===== config.mk =====
export PLATFORM = sky130hd
export DESIGN_NAME = tag_allocator_flat
export DESIGN_NICKNAME = d
export VERILOG_FILES = /design/src/rtl/tag_allocator_if.sv /design/src/rtl/tag_allocator.sv /design/src/flat_wrapper.sv
export SDC_FILE = /design/constraint.sdc
export NUM_CORES = 1
export LEC_CHECK = 0
export BUFFER_PORTS_ARGS = -buffer_cell sky130_fd_sc_hd__clkbuf_2
export CAP_MARGIN = 20
export CORE_UTILIZATION = 39
export CTS_BUF_LIST = sky130_fd_sc_hd__clkbuf_16
export DETAILED_ROUTE_END_ITERATION = 10
export HOLD_SLACK_MARGIN = 0.08
export PLACE_DENSITY = 0.71
export SYNTH_ARGS = -nofsm -noshare
export SYNTH_HDL_FRONTEND = slang
export SYNTH_SLANG_ARGS = --single-unit

===== constraint.sdc =====
create_clock -name i_clk -period 6.6 [get_ports i_clk]
set_input_delay 0.33 -clock i_clk [delete_from_list [all_inputs] [get_ports i_clk]]
set_output_delay 0.33 -clock i_clk [all_outputs]
set_load 0.01 [all_outputs]

===== src/rtl/tag_allocator_if.sv =====
// Request/response bundle between the rename stage and the physical tag free list.
// The allocator side takes the slave modport; the requester side takes master.
interface tag_allocator_if #(
   parameter int SIZE  = 32,
   parameter int WIDTH = 5
);
   logic             i_alloc;
   logic [SIZE-1:0]  o_grant;
   logic             o_valid;
   logic             i_free_en;
   logic [WIDTH-1:0] i_free_tag;
   logic             i_flush;
   logic [WIDTH:0]   o_count;
   logic             o_err;

   modport master (
      output i_alloc, i_free_en, i_free_tag, i_flush,
      input  o_grant, o_valid, o_count, o_err
   );

   modport slave (
      input  i_alloc, i_free_en, i_free_tag, i_flush,
      output o_grant, o_valid, o_count, o_err
   );
endinterface


===== src/rtl/tag_allocator.sv =====
// Physical tag free list: lowest-index free entry is granted one-hot combinationally from state (0-cycle grant, 1-cycle bitmap/count update).
// No backpressure; an alloc is accepted only while o_valid is high, and illegal frees are dropped with a one-cycle o_err pulse.
module tag_allocator #(
   parameter int SIZE  = 32,
   parameter int WIDTH = 5,
   parameter int RSVD0 = 1
) (
   input logic           i_clk,
   input logic           i_rst,
   tag_allocator_if.slave bus
);
   localparam int PAD = 1 << WIDTH;
   localparam logic [SIZE-1:0] FREE_INIT  = {{(SIZE-1){1'b1}}, (RSVD0 == 0)};
   localparam logic [WIDTH:0]  COUNT_INIT = (WIDTH+1)'(SIZE - RSVD0);
   localparam logic [WIDTH:0]  SIZE_W     = (WIDTH+1)'(SIZE);

   logic [SIZE-1:0] free_q, free_d;
   logic [WIDTH:0]  count_q, count_d;
   logic            err_q, err_d;

   logic [SIZE-1:0] grant;
   logic [PAD-1:0]  free_pad;
   logic [PAD-1:0]  set_pad;
   logic [SIZE-1:0] free_set;
   logic            in_range;
   logic            is_rsvd;
   logic            tag_is_free;
   logic            alloc_ok;
   logic            free_ok;

   // Two's-complement trick isolates the lowest set bit.
   assign grant = free_q & (~free_q + SIZE'(1));

   // Padding the bitmap to 2^WIDTH keeps out-of-range tags indexable.
   assign free_pad    = PAD'(free_q);
   assign set_pad     = PAD'(1) << bus.i_free_tag;
   assign free_set    = SIZE'(set_pad);
   assign in_range    = {1'b0, bus.i_free_tag} < SIZE_W;
   assign is_rsvd     = (RSVD0 != 0) && (bus.i_free_tag == '0);
   assign tag_is_free = free_pad[bus.i_free_tag];

   assign alloc_ok = bus.i_alloc && (|free_q);
   assign free_ok  = bus.i_free_en && in_range && !is_rsvd && !tag_is_free;

   always_comb begin
      free_d  = free_q;
      count_d = count_q;
      err_d   = 1'b0;
      if (bus.i_flush) begin
         free_d  = FREE_INIT;
         count_d = COUNT_INIT;
      end else begin
         if (alloc_ok) free_d = free_d & ~grant;
         if (free_ok)  free_d = free_d | free_set;
         err_d = bus.i_free_en && !free_ok;
         case ({alloc_ok, free_ok})
            2'b10:   count_d = count_q - (WIDTH+1)'(1);
            2'b01:   count_d = count_q + (WIDTH+1)'(1);
            default: count_d = count_q;
         endcase
      end
   end

   always_ff @(posedge i_clk) begin
      if (i_rst) begin
         free_q  <= FREE_INIT;
         count_q <= COUNT_INIT;
         err_q   <= 1'b0;
      end else begin
         free_q  <= free_d;
         count_q <= count_d;
         err_q   <= err_d;
      end
   end

   assign bus.o_grant = grant;
   assign bus.o_valid = |free_q;
   assign bus.o_count = count_q;
   assign bus.o_err   = err_q;
endmodule


===== src/flat_wrapper.sv =====
// flat-port wrapper written by rule: the top's interface ports become plain ports
module tag_allocator_flat 
#(
   parameter int SIZE  = 32,
   parameter int WIDTH = 5,
   parameter int RSVD0 = 1
)
  (i_clk, i_rst, bus_i_alloc, bus_i_free_en, bus_i_free_tag, bus_i_flush, bus_o_grant, bus_o_valid, bus_o_count, bus_o_err);
  tag_allocator_if #(.SIZE(SIZE), .WIDTH(WIDTH)) bus_i ();
  input logic i_clk;
  input logic i_rst;
  input wire logic [$bits(bus_i.i_alloc)-1:0] bus_i_alloc;
  input wire logic [$bits(bus_i.i_free_en)-1:0] bus_i_free_en;
  input wire logic [$bits(bus_i.i_free_tag)-1:0] bus_i_free_tag;
  input wire logic [$bits(bus_i.i_flush)-1:0] bus_i_flush;
  output wire logic [$bits(bus_i.o_grant)-1:0] bus_o_grant;
  output wire logic [$bits(bus_i.o_valid)-1:0] bus_o_valid;
  output wire logic [$bits(bus_i.o_count)-1:0] bus_o_count;
  output wire logic [$bits(bus_i.o_err)-1:0] bus_o_err;
  assign bus_i.i_alloc = bus_i_alloc;
  assign bus_i.i_free_en = bus_i_free_en;
  assign bus_i.i_free_tag = bus_i_free_tag;
  assign bus_i.i_flush = bus_i_flush;
  assign bus_o_grant = bus_i.o_grant;
  assign bus_o_valid = bus_i.o_valid;
  assign bus_o_count = bus_i.o_count;
  assign bus_o_err = bus_i.o_err;
  tag_allocator #(.SIZE(SIZE), .WIDTH(WIDTH), .RSVD0(RSVD0)) u_core (.i_clk(i_clk), .i_rst(i_rst), .bus(bus_i));
endmodule

Word-level counts from Yosys, hierarchy flattened

Index checks and enable logic that the tools add are counted.

Eq/ne operators: 2
Multipliers: 0
Shift operators: 1
Reductions and logical operators: 11
Add/sub/neg operators: 3
$lt $le $gt $ge: 1
Bitwise gates (word level): 5
Mux-type cells: 6
Div/mod/pow operators: 0

Operator list:

| operator                                                                     | number |
|---|---|
| 32-bit 2-to-1 mux                                                            | 3 |
| 32-bit bitwise AND                                                           | 2 |
| 32-bit inverter                                                              | 2 |
| 32-bit by 1-bit adder with 32-bit output, second input constant              | 1 |
| 32-bit OR                                                                    | 1 |
| 32-bit OR reduction                                                          | 1 |
| 1-bit by 5-bit << shifter with 32-bit output, first input constant           | 1 |
| 6-bit case mux with 2 select lines                                           | 1 |
| 6-bit by 1-bit adder with 6-bit output, second input constant                | 1 |
| 5-bit by 6-bit less-than comparator with 1-bit output, second input constant | 1 |
| 6-bit by 1-bit subtractor with 6-bit output, second input constant           | 1 |
| 1-bit binary-select mux with 5-bit select                                    | 1 |
| 5-bit zero test                                                              | 1 |
| 1-bit logical AND                                                            | 4 |
| 1-bit zero test                                                              | 3 |
| 2-bit by 1-bit equality test with 1-bit output, second input constant        | 1 |
| 2-bit equality test, second input constant                                   | 1 |
| 2-bit nonzero test                                                           | 1 |
| 2-bit OR reduction                                                           | 1 |
| 1-bit 2-to-1 mux                                                             | 1 |

Register bits after elaboration: 39
Bits in read-only memories: 0
Memories kept: 0
Input port bits: 10
Bits in latches: 0
RAM bits: 0

Logic depth before layout (Yosys ltp)

Depth in word-level cells: 9
Depth in mapped cells: 15

Worst setup path before layout

OpenSTA, ideal clock, no wires.

Path type: reg-to-reg
Start point: reg u_core.free_q[23] (netlist: u_core.free_pad[23])
End point: reg u_core.count_q[5] (netlist: u_core.bus.o_count[5])
Cell stages (with the launch flop): 15
Required time: 6.526 ns
Arrival: 3.515 ns
Path slack: 3.010 ns
Cells stage by stage: dfxtp_1 > clkbuf_1 > or4_1 > or3_1 > nor4_2 > inv_1 > nand2_1 > ha_1 > inv_1 > ha_1 > a21o_1 > a21oi_1 > or3_1 > a311o_1 > o21ai_0

RTL lines:

| what                                                                                         | RTL line            | source |
|---|---|---|
| start, declared                                                                              | tag_allocator.sv:17 | `logic [SIZE-1:0] free_q, free_d;` |
| start signal, assigned                                                                       | tag_allocator.sv:70 | `free_q <= free_d;` |
| 32-bit OR reduction (*)                                                                      | --                  |  |
| via bus_o_valid                                                                              | flat_wrapper.sv:17  | `output wire logic [$bits(bus_i.o_valid)-1:0] bus_o_valid;` |
| 1-bit logical AND (*)                                                                        | tag_allocator.sv:42 | `assign alloc_ok = bus.i_alloc && (\|free_q);` |
| 2-bit by 1-bit equality test with 1-bit output / 2-bit equality test (equally long branches) | tag_allocator.sv:56 | `case ({alloc_ok, free_ok})` |
| 6-bit case mux with 2 select lines / 2-bit nonzero test (equally long branches)              | --                  |  |
| end signal, assigned                                                                         | tag_allocator.sv:71 | `count_q <= count_d;` |
| end, declared                                                                                | tag_allocator.sv:18 | `logic [WIDTH:0] count_q, count_d;` |

Mark *: on every way through the listed nets, which the timed path passes. The rest lies on a longest branch. The select of a mux whose other input is x is not followed.
A chain may end at the register's enable or synchronous reset.

Final worst setup path

Start point: reg u_core.free_q[23] (netlist: u_core.free_pad[23])
End point: reg u_core.count_q[5] (netlist: u_core.bus.o_count[5])

Longest elaborated chain between the ends: 6

RTL lines:

| what                                                                                         | RTL line            | source |
|---|---|---|
| 1-bit binary-select mux with 5-bit select                                                    | tag_allocator.sv:40 | `assign tag_is_free = free_pad[bus.i_free_tag];` |
| 1-bit 2-to-1 mux (implied by the code)                                                       | tag_allocator.sv:40 |  |
| 1-bit zero test                                                                              | tag_allocator.sv:43 | `assign free_ok = bus.i_free_en && in_range && !is_rsvd && !tag_is_free;` |
| 1-bit logical AND                                                                            | tag_allocator.sv:43 |  |
| 2-bit by 1-bit equality test with 1-bit output / 2-bit equality test (equally long branches) | tag_allocator.sv:56 |  |
| 6-bit case mux with 2 select lines / 2-bit nonzero test (equally long branches)              | --                  |  |

Parallel ways exist; a longest one is shown, timed or not. The select of a mux whose other input is x is not followed.

==> flow_results.org <==
** Outcome
- The run finished with clean final reports.

** Placed design
- Buffers placed on the I/O ports in this run total roughly 50.
- After legalization and detailed placement, the total HPWL measured about 5300 um.
- Placed instance area :: roughly 2900 um^2
- Routability-driven placement finished with a final weighted congestion of ~0.9.

** GRT
- The via count of the first global-routing pass is between 2,000 and 2,500.
- Entering global routing, the biggest net connects 25 pins.
- Remaining Overflow, GRT :: 0
- Global routing usage summed across all routing layers :: about a fifth
- Number of antenna violations at the first check in global routing :: 0
- Wire length of the first global-routing pass :: roughly 12,000 um

** Clocking
- Cells resized by post-CTS repair :: 0
- Number of sinks on the clock net :: 39
- Clock-pin slew was measured on the worst setup and hold paths at about 0.060 ns.
- Insertion delay of the later-clocked pin in the worst-skew pair :: roughly 0.28 ns
- For this design, the CTS-stage hold fixing added 0 buffers.
- Clock tree buffer depth :: 2
- Number of post-CTS setup repair buffers :: 0
- Clock tree synthesis inserted a total of 5 buffers.
- CTS placed an instance of sky130_fd_sc_hd__clkbuf_16 at the clock tree root.
- Clock tree from TritonCTS :: done
- CTS built an H-tree with a depth of 2.

** Setup path
- End of the worst register-to-register path :: u_core.bus.o_count[5]$_SDFFE_PP0P_
- Setup Crit Path Kind :: register to register
- The number of cells on the worst reg-to-reg path is 13.
- The worst setup path is captured at a register.
- STA puts the critical path data arrival time at 4.24 ns.
- In this run the register-to-register setup slack is roughly 2.6 ns.
- Worst R2R Start :: u_core.free_pad[23]$_SDFF_PP1_
- The worst setup path is launched from a register.
- Required time worst endpoint :: 6.81 ns
- Highest net fanout along the worst path :: 10

** Timing
- The routed design could run at a clock period as short as between 4 and 5 ns.
- Setup violations remaining at the end of the flow were counted as 0.
- Setup repair after global routing left no endpoint under its margin.
- After routing, the total negative slack on setup checks comes to 0 ns.
- Worst-Margin Slew :: 0.846 ns
- The final critical path takes up between 60% and 70% of the cycle.
- Peak clock frequency supported by timing :: roughly 0.25 GHz
- In this run the tightest slew margin relative to its limit is between 40 and 50%.
- Maximum clock skew at final layout :: 0.00345 ns
- Total count of max-transition violations in the final report :: 0
- The number of hold-slack violations in the final timing report came to 0.

** Power
- In this run the static leakage power is ~1.1 nW.
- For this design the ratio of total power to cell area is between 150 and 200 nW/um^2.
- Across the VDD grid, the largest voltage drop is around 0.085 mV.

** Routing
- Wires add up to between 7000 and 8000 um.
- Antenna viol nets, final :: 0
- Routed WL per cell :: between 15 and 20 um
- DRC errors left :: 0
- Count of vias placed by the detailed router :: around 2,700
- Violation count after the first detailed-routing iteration :: 220
- After detailed routing, the number of vias per cell comes to about 6.3.
- First-pass detailed-route iteration total :: 4

** Synthesis
- Most frequent cell after synthesis :: sky130_fd_sc_hd__dfxtp_1
- Commonest cells in the netlist :: sky130_fd_sc_hd__dfxtp_1, sky130_fd_sc_hd__nand2_1, sky130_fd_sc_hd__nor2_1
- The synthesized design contains 39 register bits.
- Post-synth EDFFs :: 0
- Most used DFF post-synth :: sky130_fd_sc_hd__dfxtp_1
- The average instance in the mapped netlist occupies ~8.6 um^2.
- Post-synth net total :: around 320
- Top post-synthesis cells by area :: sky130_fd_sc_hd__dfxtp_1, sky130_fd_sc_hd__a221o_1, sky130_fd_sc_hd__mux4_2, sky130_fd_sc_hd__nand2_1, sky130_fd_sc_hd__nor2_1
- Leading area contributor after synthesis :: sky130_fd_sc_hd__dfxtp_1
- For this run, asynchronously set or reset flops after synthesis account for 0%.
- Share of the synthesized area in the top cell type :: between 30% and 40%
- Combined area of all synthesized cells :: 2590 um^2
- Register area share after synthesis :: a little under a third
- For this run, the number of Yosys warnings is 0.
- Instance count of the mapped netlist :: ~300
- Number of different library cells in the post-synthesis netlist :: 59

** Worst hold path
- Instance count along the most critical hold path :: 3
- The worst hold path terminates at u_core.bus.o_err$_SDFF_PP0_.
- Hold Path Origin :: bus_i_free_en
- Worst min-delay path category :: input pin to register

** Finish
- At the end of the flow, the number of nets in the layout was approximately 360.
- The repair_antennas step left the layout with diodes totalling 0.
- From synthesis to final layout, the design area changed by 15.5%.
- Proportion of layout cells with a drive suffix above 1 :: 23.2%
- Summing all non-filler instances in the final layout gives an area of between 2000 and 3000 um^2.
- The layout has ~650 filler cells.

** Floorplanning
- Core Box Area :: 6390 um^2
- The floorplan step set the die height to ~84 um.
- The initial utilization of the core area, before any placement, comes to about 41%.
- The initialized floorplan defines 29 standard-cell rows.
- Horiz. Die Dim :: 83.6 um
- The die covers between 6000 and 7000 um^2.
- I/O pin count :: 50

** Job
- Count of max-cap constraint violations :: 0
[state kept, by name (all words and copies together), names as in the netlist]
register	count
u_core.free_pad	32
u_core.bus.o_count	6
u_core.bus.o_err	1
[worst max path at each step]
| stage | from | end | slack (ns) | cells after the start |
|---|---|---|---|---|
| after floorplan | u_core.free_pad[23]$_SDFF_PP1_ | u_core.bus.o_count[5]$_SDFFE_PP0P_ | 3.01 | 14 |
| after global placement | u_core.free_pad[23]$_SDFF_PP1_ | u_core.bus.o_count[5]$_SDFFE_PP0P_ | 2.64 | 13 |
| after detailed placement | u_core.free_pad[23]$_SDFF_PP1_ | u_core.bus.o_count[5]$_SDFFE_PP0P_ | 2.61 | 13 |
| after CTS | u_core.free_pad[23]$_SDFF_PP1_ | u_core.bus.o_count[5]$_SDFFE_PP0P_ | 2.60 | 13 |
| after global routing | u_core.free_pad[23]$_SDFF_PP1_ | u_core.bus.o_count[5]$_SDFFE_PP0P_ | 2.36 | 13 |
| final | u_core.free_pad[23]$_SDFF_PP1_ | u_core.bus.o_count[5]$_SDFFE_PP0P_ | 2.58 | 13 |
[routing by layer]
layer	up-vias	GRT usage [%]	wire length, um
li1	1264	-	-
met2	113	31.1	3310
met4	0	8.63	189
met5	-	0	0
met1	1258	28.9	3320
met3	19	4.55	498
[through the flow]
stage               power [mW]  hold WS [ns]  util (%)  cells  setup slack, ns
global placement         0.296         0.470      44.7    410             2.64
finish                   0.523         0.367      46.9    418             2.58
floorplan                0.282         0.473         -    303             3.01
detailed placement       0.297         0.475      44.7    410             2.61
CTS                      0.524         0.351      46.9    418             2.60
global route             0.542         0.396      46.9    418             2.36
[layout by cell type (no fill, tap or decap), types with 3 or more instances in the layout]
cell	Yosys	routed
sky130_fd_sc_hd__a21o_1	3	3
sky130_fd_sc_hd__a21oi_1	5	5
sky130_fd_sc_hd__a221o_1	13	13
sky130_fd_sc_hd__a221oi_1	3	3
sky130_fd_sc_hd__and2_1	11	11
sky130_fd_sc_hd__and3_1	7	7
sky130_fd_sc_hd__clkbuf_16	0	5
sky130_fd_sc_hd__clkbuf_2	0	49
sky130_fd_sc_hd__clkinv_2	0	3
sky130_fd_sc_hd__dfxtp_1	39	39
sky130_fd_sc_hd__ha_1	5	5
sky130_fd_sc_hd__inv_1	9	9
sky130_fd_sc_hd__mux2_2	4	4
sky130_fd_sc_hd__mux4_2	4	4
sky130_fd_sc_hd__nand2_1	23	23
sky130_fd_sc_hd__nand2b_1	6	6
sky130_fd_sc_hd__nand3_1	9	9
sky130_fd_sc_hd__nand3b_1	4	4
sky130_fd_sc_hd__nor2_1	20	20
sky130_fd_sc_hd__nor2b_1	3	3
sky130_fd_sc_hd__nor3_1	6	6
sky130_fd_sc_hd__nor3b_1	8	8
sky130_fd_sc_hd__nor4_1	9	9
sky130_fd_sc_hd__nor4_2	3	3
sky130_fd_sc_hd__nor4b_1	3	3
sky130_fd_sc_hd__o211ai_1	10	10
sky130_fd_sc_hd__o21ai_0	10	10
sky130_fd_sc_hd__o31ai_1	5	5
sky130_fd_sc_hd__o41ai_1	5	5
sky130_fd_sc_hd__or2_2	5	5
sky130_fd_sc_hd__or3_1	9	9
sky130_fd_sc_hd__or4_1	9	9
[cell families after synthesis]
logic type	count (synthesis)	synth area share, %
AND/OR/NAND/NOR	144	33.5
AO/OA/AOI/OAI	71	21.3
flip-flops	39	30.1
buffers and inverters	29	4.68
multiplexers	10	5.98
adder cells (fa/ha/maj)	6	3.18
XOR/XNOR	4	1.35
[layout make-up]
type / count / area (um^2) / share of cell area, %
well taps: 77 / 96.3 / 3.22
clock buffers: 5 / 125 / 4.18
multi-input cells: 235 / 1690 / 56.5
repair buffers: 50 / 253 / 8.43
flip-flops and latches: 39 / 781 / 26.1
inverters: 9 / 33.8 / 1.13
clock inverters: 3 / 15.0 / 0.501
[critical path, cell delays in order, from the launching register on]
cell and delay (ns):
sky130_fd_sc_hd__dfxtp_1 0.39, sky130_fd_sc_hd__or4_1 0.66, sky130_fd_sc_hd__or3_1 0.40, sky130_fd_sc_hd__nor4_2 0.44
sky130_fd_sc_hd__inv_1 0.21, sky130_fd_sc_hd__nand2_1 0.17, sky130_fd_sc_hd__ha_1 0.27, sky130_fd_sc_hd__inv_1 0.15
sky130_fd_sc_hd__ha_1 0.31, sky130_fd_sc_hd__a21o_1 0.10, sky130_fd_sc_hd__a21oi_1 0.09, sky130_fd_sc_hd__or3_1 0.38
sky130_fd_sc_hd__a311o_1 0.31, sky130_fd_sc_hd__o21ai_0 0.06
[where the power goes]
group | switching, mW | total [mW] | leakage [nW] | internal [mW]
sequential | 0.00278 | 0.240 | 0.316 | 0.238
clock | 0.0923 | 0.230 | 0.0733 | 0.138
combinational | 0.0350 | 0.0522 | 0.665 | 0.0172
total | 0.130 | 0.523 | 1.05 | 0.393
(Power assumes the default switching activity.)
